===== config.mk =====
export PLATFORM = sky130hd
export DESIGN_NAME = cache_fill_fsm
export DESIGN_NICKNAME = d
export VERILOG_FILES = /design/src/rtl/cache_pkg.sv /design/src/rtl/block_word_counter.sv /design/src/rtl/cache_fill_fsm.sv
export SDC_FILE = /design/constraint.sdc
export NUM_CORES = 1
export LEC_CHECK = 0
export ABC_AREA = 1
export BUFFER_PORTS_ARGS = -buffer_cell sky130_fd_sc_hd__buf_2
export CORE_MARGIN = 2
export CORE_UTILIZATION = 46
export CTS_CLUSTER_DIAMETER = 100
export DETAILED_ROUTE_END_ITERATION = 8
export GPL_TIMING_DRIVEN = 0
export PLACE_DENSITY = 0.85
export SYNTH_ARGS = -nofsm -noshare
export SYNTH_HDL_FRONTEND = slang
export SYNTH_SLANG_ARGS = --single-unit

===== constraint.sdc =====
create_clock -name clk -period 2.4 [get_ports clk]
set_input_delay 0.48 -clock clk [delete_from_list [all_inputs] [get_ports clk]]
set_output_delay 0.48 -clock clk [all_outputs]
set_load 0.01 [all_outputs]

===== src/rtl/cache_pkg.sv =====
// Shared types and constants for the cache block-fill path.
// Default block geometry: 8 x 16-bit words (16 bytes) per block, 16-bit byte addresses.
package cache_pkg;

    localparam int ADDR_W      = 16;
    localparam int DATA_W      = 16;
    localparam int BLOCK_WORDS = 8;
    localparam int OFFSET_BITS = 4;
    localparam int IDX_W       = $clog2(BLOCK_WORDS);
    localparam int CNT_W       = IDX_W + 1;

    typedef enum logic [1:0] {
        IDLE,
        WAIT_GRANT,
        FILL,
        DONE
    } fill_state_t;

    // Byte address of word idx inside the block starting at base (wraps modulo 2^ADDR_W).
    function automatic logic [ADDR_W-1:0] word_addr(input logic [ADDR_W-1:0] base,
                                                    input logic [IDX_W-1:0]  idx);
        return base + ADDR_W'({idx, 1'b0});
    endfunction

endpackage


===== src/rtl/block_word_counter.sv =====
// Word counter for one block: clear, enable, saturation at BLOCK_WORDS,
// and an index output rotated by a start offset (wraps inside the block).
module block_word_counter
    import cache_pkg::*;
(
    input  logic             clk,
    input  logic             rst_n,
    input  logic             clr,
    input  logic             en,
    input  logic [IDX_W-1:0] start,
    output logic [CNT_W-1:0] count,
    output logic [IDX_W-1:0] idx
);

    logic full;

    assign full = (count == CNT_W'(BLOCK_WORDS));
    assign idx  = start + count[IDX_W-1:0];

    always_ff @(posedge clk or negedge rst_n) begin
        if (!rst_n) begin
            count <= '0;
        end else if (clr) begin
            count <= '0;
        end else if (en && !full) begin
            count <= count + CNT_W'(1);
        end
    end

endmodule


===== src/rtl/cache_fill_fsm.sv =====
// Per-cache miss handler: requests the memory port, issues block word reads and streams
// the returned words into the cache. Option macro: CACHE_FILL_CRITICAL_WORD_FIRST_EN.
module cache_fill_fsm
    import cache_pkg::*;
(
    input  logic              clk,
    input  logic              rst_n,
    input  logic              miss_detected,
    input  logic [ADDR_W-1:0] miss_address,
    input  logic              grant,
    input  logic              memory_data_valid,
    input  logic [DATA_W-1:0] memory_data,
    output logic              req,
    output logic              fsm_busy,
    output logic              memory_read_en,
    output logic [ADDR_W-1:0] memory_address,
    output logic              write_data_array,
    output logic [ADDR_W-1:0] fill_addr,
    output logic [DATA_W-1:0] fill_data,
    output logic              write_tag_array
);

    fill_state_t       state, state_next;
    logic [ADDR_W-1:0] base;
    logic [IDX_W-1:0]  crit_idx;
    logic [CNT_W-1:0]  issue_cnt, recv_cnt;
    logic [IDX_W-1:0]  issue_idx, recv_idx;
    logic              start_miss, issue_fire, recv_fire;
    logic              unused_offset_bits;

    assign unused_offset_bits = ^miss_address[OFFSET_BITS-1:0];

    assign start_miss = (state == IDLE) && miss_detected;
    assign issue_fire = (state == FILL) && grant && (issue_cnt != CNT_W'(BLOCK_WORDS));
    assign recv_fire  = (state == FILL) && memory_data_valid && (recv_cnt != CNT_W'(BLOCK_WORDS));

    always_ff @(posedge clk or negedge rst_n) begin
        if (!rst_n) begin
            state    <= IDLE;
            base     <= '0;
            crit_idx <= '0;
        end else begin
            state <= state_next;
            if (start_miss) begin
                base <= {miss_address[ADDR_W-1:OFFSET_BITS], OFFSET_BITS'(0)};
`ifdef CACHE_FILL_CRITICAL_WORD_FIRST_EN
                crit_idx <= miss_address[OFFSET_BITS-1:1];
`else
                crit_idx <= '0;
`endif
            end
        end
    end

    block_word_counter u_issue_cnt (
        .clk   (clk),
        .rst_n (rst_n),
        .clr   (start_miss),
        .en    (issue_fire),
        .start (crit_idx),
        .count (issue_cnt),
        .idx   (issue_idx)
    );

    block_word_counter u_recv_cnt (
        .clk   (clk),
        .rst_n (rst_n),
        .clr   (start_miss),
        .en    (recv_fire),
        .start (crit_idx),
        .count (recv_cnt),
        .idx   (recv_idx)
    );

    always_comb begin
        state_next       = state;
        req              = 1'b0;
        fsm_busy         = 1'b0;
        memory_read_en   = 1'b0;
        memory_address   = '0;
        write_data_array = 1'b0;
        fill_addr        = '0;
        fill_data        = '0;
        write_tag_array  = 1'b0;
        case (state)
            IDLE: begin
                if (miss_detected) state_next = WAIT_GRANT;
            end
            WAIT_GRANT: begin
                req      = 1'b1;
                fsm_busy = 1'b1;
                if (grant) state_next = FILL;
            end
            FILL: begin
                req = 1'b1;
`ifdef CACHE_FILL_CRITICAL_WORD_FIRST_EN
                // Pipeline restarts once the critical word has landed; the rest fills behind it.
                fsm_busy = (recv_cnt == '0);
`else
                fsm_busy = 1'b1;
`endif
                if (issue_fire) begin
                    memory_read_en = 1'b1;
                    memory_address = word_addr(base, issue_idx);
                end
                if (recv_fire) begin
                    write_data_array = 1'b1;
                    fill_addr        = word_addr(base, recv_idx);
                    fill_data        = memory_data;
                    if (recv_cnt == CNT_W'(BLOCK_WORDS - 1)) state_next = DONE;
                end
            end
            DONE: begin
`ifdef CACHE_FILL_CRITICAL_WORD_FIRST_EN
                fsm_busy = 1'b0;
`else
                fsm_busy = 1'b1;
`endif
                write_tag_array = 1'b1;
                fill_addr       = base;
                state_next      = IDLE;
            end
            default: state_next = IDLE;
        endcase
    end

endmodule


==> results of run 1 <==
==> cell families after synthesis <==
logic type,after synthesis,synth area share
fa+ha+maj,9,0.07725
simple gates,101,0.3150
compound gates,19,0.06524
buf+inv,55,0.1622
other cells,1,0.002573
flops,22,0.3777
==> how the worst max path moves through the flow <==
| stage | start | cells after the start | slack [ps] | to |
|---|---|---|---|---|
| after CTS | state[0] | 10 | 60 | fill_addr[4] |
| after floorplan | state[0] | 9 | 640 | fill_addr[10] |
| after global placement | state[0] | 10 | 450 | fill_addr[15] |
| after detailed placement | state[0] | 10 | 420 | fill_addr[4] |
| final | state[0] | 10 | 160 | fill_addr[4] |
| after global routing | state[0] | 10 | 20 | fill_addr[10] |
==> power groups by stage <==
stage	clock (W)	combinational, W	sequential [W]
CTS	0.000211	0.00116	0.000576
detailed placement	0	0.00116	0.000584
global route	0.000223	0.00134	0.000594
floorplan	0	0.000792	0.000568
global placement	0	0.00112	0.000579
finish	0.000206	0.00118	0.000578
==> critical path: stages, from the launching register on <==
cell and delay [ps]:
dfrtp_1 410, inv_1 110, ha_4 180, nand2_1 90, inv_2 50, nand2_4 80
inv_4 50, nor2_4 110, buf_6 180, nor2_2 40, buf_2 130
==> per-stage QoR <==
stage	total power, W	setup WS (ps)	area [µm²]	std cells	hold slack, ps
after global placement	0.001701	454.5	1932	335	459.7
after CTS	0.001946	57.63	1968	339	112.9
after global routing	0.002154	22.21	1991	340	128.3
after detailed placement	0.001741	422.0	1932	335	465.3
final	0.001962	155.4	1991	340	102.4
after floorplan	0.001360	644.9	1461	208	184.4
==> state kept, by name, indices dropped and copies added (netlist names) <==
signal             cells
u_recv_cnt.count       4
u_issue_cnt.count      4
state                  2
base                  12
==> layer usage <==
metal	vias to the layer above	wire [µm]
met3	5	183
li1	788	-
met2	43	1761
met1	692	1390
met4	0	52
met5	-	0
==> synthesized netlist by cell type <==
master and number:
ha_1 9, nand2_1 21, nand3_1 11, nand2_2 2, nor2_4 1, inv_2 3
conb_1 1, buf_1 1, dfrtp_1 22, nand3_2 1, nand4_1 5, inv_4 1
or2_2 1, nor2_1 48, nand2_4 1, inv_1 42, o21ai_0 3, nor2_2 10
buf_2 4, buf_4 2, buf_6 2, a21oi_1 14, o21ai_1 2
==> final cells by class <==
class,count,area [µm²]
fill,272,1037
multi-input combinational,131,686.9
sequential,22,550.5
timing repair buffer,85,430.4
inverter,46,175.2
buffer,8,56.30
tap,44,55.05
clock buffer,4,36.28
==> repair_timing <==
item	CTS	global route
setup endpoints to repair	0	20
buffers inserted	0	2
resized for setup	0	2
==> out/results.ini, run 1 <==
[run_status]
status = finished, final reports clean

[clock_network]
path_clk_slew_ps = 120
cts.sinks = 22
tritoncts = yes
ctsHoldBuffers = 0
cts_buffers = 3
h-tree-depth = 1
clockRootBuffer = clkbuf_4
clk_path_buf_depth = 2
clock_latency_ps = 320

[layout]
drive_above_1_share = 0.3953
final_cell_mix = buf_2, nor2_1, inv_1
layout_commonest_cell = buf_2
fin_nets = 343
fin_util = 0.6574
diodes = 0
areaGrowthSynthToFinish_pct = 36.57

[grt]
busiest_layer = met2
antenna_found_initial = 0
grtUsageTotal = 0.1896
grt_pass1_vias = 1243
grt_max_degree = 23
grt_use_met2 = 0.3245
grt_overflow = 0
grt_use_met1 = 0.2351
grt_use_met3 = 0.03030
grt_pass1_wl_mm = 5.237

[synthesis]
yosysSeqAreaShare = 0.3777
synth_largest_area_cell = dfrtp_1
synth_cell_types = 23
netlist_top_cells_area = dfrtp_1, nor2_1, inv_1, ha_1, nand2_1
syn_area_um2 = 1458
syn_inst = 207
ys_ff_latch = 22
synth_top_area_frac = 0.3777
yosysWarnings = 0
avgSynthCellArea_um2 = 7.042

[pwr]
seqPwrFrac = 0.295
powerDensity_nw_per_um2 = 985.8
peakVddDrop_uv = 652.5
sw_frac_of_total = 0.4598
clkPwrFrac = 0.105
combPwrFrac = 0.600
p_int_w = 0.001060
p_leak_nw = 1.289
switchingPower_w = 0.0009024

[floorplan]
core_area_um2 = 3028
core.rowCount = 20
initial_core_util = 0.4814
die-width_um = 60.29
die_h_um = 60.29
die-area_um2 = 3635
num_io_pins = 90

[worst_setup_path]
r2r.worst_path.cells = 5
path_class = reg2out
cp-end-kind = output port
reg2reg_setup_slack_ps = 800
rr_startpoint = state[1]
reg2reg_to = base[8]
crit_path_start_kind = register
worstPathRequired_ps = 1920
critPathMaxFanout = 10
crit_arrival_ps = 1760

[routing]
wl_per_cell_um = 9.962
vias_per_cell = 4.494
postRouteAntennaNets = 0
vias = 1528
drc_errors = 0
first_pass_iters = 4
routed_wl_mm = 3.387
drtIter0Drc = 25

[placed_design]
gp_congestion = 0.7646
hpwl_mm = 2.739
io_buffers = 83

[timing]
finalHoldViolations = 0
rsz0062_at_grt = false
slew_violations = 0
tns_ps = 0
finalCritPeriodShare = 0.9352
finClkSkew_ps = 8.385
max_freq_mhz = 445.5
period_needed_ps = 2245
setup_violations = 0

[job]
maxCapViolCount = 0

[worst_hold_path]
hp-class = in2async

No activity file was read; power rests on OpenSTA's default activity.
==> run 2: changes to the inputs <==
- CORE_ASPECT_RATIO: not set -> 1.75
==> run 2 against run 1 <==
Combinational power about the same; clock power increased by 6%; via count up 0.20%; clock skew is 6.7 ps lower; fmax is 1.2% lower; die area increased by 0.49%; setup slack worse by 28 ps; first-iteration DRC count grew 36%; clock-buffer cell count is 1 lower; global-route usage rose by 1.9 points; largest power group unchanged.
==> out/results.ini, run 2 (synthesized netlist as in run 1, its figures left out) <==
[grt]
grt_pass1_wl_mm = 5.802
antenna_found_initial = 0
grtUsageTotal = 0.2089
grt_overflow = 0
grt_pass1_vias = 1455
grt_max_degree = 23

[clock_network]
path_clk_slew_ps = 70
tritoncts = yes
clockRootBuffer = clkbuf_8
ctsHoldBuffers = 0
clock_latency_ps = 250
cts.sinks = 22
cts_setup_buffers = 0
cts_resized = 0
cts_buffers = 3
clk_path_buf_depth = 2
h-tree-depth = 1

[worst_setup_path]
worstPathRequired_ps = 1920
crit_path_start_kind = register
crit_cells = 10
critical_path.top_delay_family = buffers and inverters
reg2reg_setup_slack_ps = 860
cp-end-kind = output port
critPathMaxFanout = 10
path_buf_inv = 5
path_class = reg2out
rr_startpoint = state[0]
cp_cell_sequence = inv_1 -> ha_1 -> nand2_1 -> inv_2 -> nand2_4 -> inv_4 -> nor2_4 -> buf_6 -> nor2_2 -> buf_2
crit_arrival_ps = 1790
reg2reg_to = base[14]
slowest_delay_ps = 400
cpMaxStageDelayCell = dfrtp_1
r2r.worst_path.cells = 5

[layout]
final_area_um2 = 1974
drive_above_1_share = 0.3878
layout_commonest_cell = buf_2
final_cell_mix = buf_2, nor2_1, inv_1
final-seq-area_um2 = 550.5
multiInputGateArea_um2 = 674.4
top_regs = base (12), u_issue_cnt.count (4), u_recv_cnt.count (4)
nFillCells = 299
top_register = base
fin_nets = 342
largest_reg_flops = 12
areaGrowthSynthToFinish_pct = 35.45
diodes = 0

[routing]
wl_met1_mm = 1.312
postRouteAntennaNets = 0
drc_errors = 0
drtIter0Drc = 34
vias_per_cell = 4.543
first_pass_iters = 4
wl_met2_mm = 1.845
dr.max_layer_used = met4
routed_wl_mm = 3.407
wl_per_cell_um = 10.11
vias = 1531
wl_met3_um = 183

[floorplan]
die_h_um = 78.47
initial_core_util = 0.4742
die-area_um2 = 3653
core.rowCount = 27
die-width_um = 46.55
core_area_um2 = 3074
num_io_pins = 90

[timing]
fin_ws_ps = 127.6
finClkSkew_ps = 1.665
period_needed_ps = 2272
setup_violations = 0
holdWs_ps = 173.5
tns_ps = 0
finalHoldViolations = 0
slew_violations = 0
finalCritPeriodShare = 0.9468
max_freq_mhz = 440.1
rsz0062_at_grt = false

[placed_design]
hpwl_mm = 2.784
io_buffers = 83
place_area_um2 = 1931
place_ws_ps = 385.4
gp_congestion = 0.8255

[job]
maxCapViolCount = 0

[pwr]
peakVddDrop_uv = 652.7
p_leak_nw = 1.284
powerDensity_nw_per_um2 = 986.6

[run_status]
status = finished, final reports clean

[worst_hold_path]
hp-class = in2async

[run 2: final cells by class]
class,count,area share
clock buffer,3,0.02091
sequential,22,0.2788
buffer,8,0.02852
timing repair buffer,84,0.2142
tap,43,0.02725
inverter,46,0.08872
multi-input combinational,131,0.3416
[run 2: worst register-to-register path: stages, from the launching register on]
cell and delay (ps):
dfrtp_1 400, inv_1 100, ha_1 220, nand2_2 160, buf_1 400, a21oi_1 130
[run 2: per-layer routing]
| metal | vias up | global-route usage |
|---|---|---|
| met5 | - | 0 |
| met4 | 0 | 0.1000 |
| met3 | 6 | 0.01609 |
| met2 | 57 | 0.3861 |
| met1 | 678 | 0.2176 |
| li1 | 790 | - |
[run 2: how the worst max path moves through the flow]
stage | start | to | slack [ps]
2_1_floorplan | state[0] | fill_addr[10] | 640
3_3_place_gp | state[0] | fill_addr[11] | 410
3_5_place_dp | state[0] | fill_addr[9] | 390
4_1_cts | state[0] | fill_addr[9] | 110
5_1_grt | state[0] | fill_addr[9] | 20
6_report | state[0] | fill_addr[10] | 130
[run 2: stage by stage]
stage	util	instances	power, W
floorplan	-	208	0.001360
global placement	0.6280	334	0.001705
global route	0.6422	337	0.002145
detailed placement	0.6280	334	0.001747
finish	0.6422	337	0.001948
CTS	0.6414	337	0.001962
[run 2: power by group]
part	switching, W	internal (W)
Sequential	0.0000691	0.000509
Clock	0.000107	0.000112
Combinational	0.000708	0.000443
==> run 3: changes to the inputs <==
- BUFFER_PORTS_ARGS: -buffer_cell sky130_fd_sc_hd__buf_2 -> not set
- CORE_UTILIZATION: 46 -> 50
- DONT_BUFFER_PORTS: not set -> 1
- PLACE_DENSITY: 0.85 -> not set
==> run 3 against run 2 <==
Sequential share of layout area is 7.0 points higher; hold slack better by 210 ps; routed wire length is 6.8% lower; design area is 20% lower; fmax is 3.2% higher; critical path depth is 1 lower; largest cell class unchanged.
==> out/results.ini, run 3 (synthesized netlist as in run 1, its figures left out) <==
[run_status]
status = finished, final reports clean

[layout]
nFillCells = 271
drive_above_1_share = 0.1502
largest_reg_flops = 12
areaGrowthSynthToFinish_pct = 8.154
layout_commonest_cell = nor2_1
final_cell_mix = nor2_1, inv_1, dfrtp_1
fin_nets = 260
diodes = 0
fin_cells = 240
top_regs = base (12), u_issue_cnt.count (4), u_recv_cnt.count (4)
top_register = base

[timing]
finClkSkew_ps = 3.154
max_freq_mhz = 454.3
tightest_slew_ps = 963.7
finalCritPeriodShare = 0.9171
tns_ps = 0
slew_violations = 0
holdWs_ps = 381.3
finalHoldViolations = 0
setup_violations = 0
rsz0062_at_grt = false
period_needed_ps = 2201
slew-limit-headroom = 0.3554

[pwr]
peakVddDrop_uv = 688.1
combPwrFrac = 0.509
powerDensity_nw_per_um2 = 1184
p_int_w = 0.001011
p_leak_nw = 0.9070
seqPwrFrac = 0.309
fin_total_pwr_w = 0.001866
clkPwrFrac = 0.182
switchingPower_w = 0.0008551
sw_frac_of_total = 0.4582

[floorplan]
core_area_um2 = 2753
num_io_pins = 90
core.rowCount = 25
die-width_um = 44.82
initial_core_util = 0.5295
die_h_um = 75.43
die-area_um2 = 3380

[placed_design]
gp_congestion = 0.7601
hpwl_mm = 2.571
dp.cells = 235
io_buffers = 0

[grt]
grt_overflow = 0
grt_max_degree = 23
grtUsageTotal = 0.1848
antenna_found_initial = 0
grt_pass1_wl_mm = 4.692
grt_pass1_vias = 1086

[clock_network]
clk_path_buf_depth = 2
cts.sinks = 22
path_clk_slew_ps = 80
clock_latency_ps = 260
tritoncts = yes
h-tree-depth = 1
cts_setup_buffers = 0
cts_buffers = 3
clockRootBuffer = clkbuf_8
cts_resized = 0

[routing]
first_pass_iters = 4
wl_per_cell_um = 13.23
postRouteAntennaNets = 0
vias = 1236
vias_per_cell = 5.150
routed_wl_mm = 3.175
drc_errors = 0
drtIter0Drc = 23

[worst_setup_path]
slowest_delay_ps = 420
crit_arrival_ps = 1720
crit_path_start_kind = register
cpMaxStageDelayCell = dfrtp_1
rr_startpoint = state[0]
cp_cell_sequence = inv_1 -> ha_1 -> nand2_1 -> inv_2 -> nand2_4 -> inv_4 -> nor2_4 -> buf_6 -> nor2_2
critPathMaxFanout = 10
crit_start = state[0]
worstPathRequired_ps = 1920
cp-end-kind = output port
path_class = reg2out

[worst_hold_path]
hp-class = in2reg
worstHoldStart = miss_address[15]

[job]
maxCapViolCount = 0

-- run 3: repair_timing --
| action | in CTS | in global routing |
|---|---|---|
| setup endpoints to repair | 0 | 0 |
| endpoints found under the hold margin | 22 | 0 |
| hold buffers | 1 | 0 |
-- run 3: cell type report --
type | count | area [µm²] | area share
flip-flops and latches | 22 | 550.5 | 0.3492
clock inverters | 1 | 30.03 | 0.01905
multi-input cells | 131 | 674.4 | 0.4278
well taps | 27 | 33.78 | 0.02143
plain buffers | 9 | 61.31 | 0.03889
clock buffers | 3 | 41.29 | 0.02619
inverters | 46 | 175.2 | 0.1111
repair buffers | 1 | 10.01 | 0.006349
-- run 3: final timing paths --
| check | slack, ps | endpoint | cells past startpoint |
|---|---|---|---|
| min in group asynchronous | 820 | base[7] | 1 |
| hold / removal | 380 | base[15] | 2 |
| setup / recovery | 200 | fill_addr[15] | 9 |
| max in group asynchronous | 1000 | u_recv_cnt.count[2] | 1 |
| hold reg to reg | 540 | base[4] | 2 |
| setup reg to reg | 820 | base[14] | 5 |
-- run 3: stage by stage --
stage	worst slack, ps	cell area (µm²)	utilization
floorplan	644.9	1461	-
global placement	483.4	1495	0.5432
finish	198.9	1577	0.5727
CTS	176.5	1577	0.5727
detailed placement	463.6	1495	0.5432
global route	37.88	1577	0.5727
-- run 3: routing by layer --
metal	vias to the layer above	global-route usage	wire length, µm
met2	48	0.3237	1671
met5	-	0	0
met3	2	0.03555	202
met1	567	0.2173	1275
met4	0	0.07516	25
li1	619	-	-
-- run 3: critical path, delay by kind of cell (launching register included) --
kind	cells	cell delay, ps
adder cells (fa/ha/maj)	1	230
flip-flops	1	420
AND/OR/NAND/NOR	4	360
buffers and inverters	4	460
-- run 3: power by group through the flow --
stage / clock network (W) / logic, W / registers [W]
final: 0.000340 / 0.000950 / 0.000577
after global routing: 0.000361 / 0.00107 / 0.000598
after detailed placement: 0 / 0.000955 / 0.000585
after floorplan: 0 / 0.000792 / 0.000568
after CTS: 0.000348 / 0.000964 / 0.000577
after global placement: 0 / 0.000917 / 0.000581
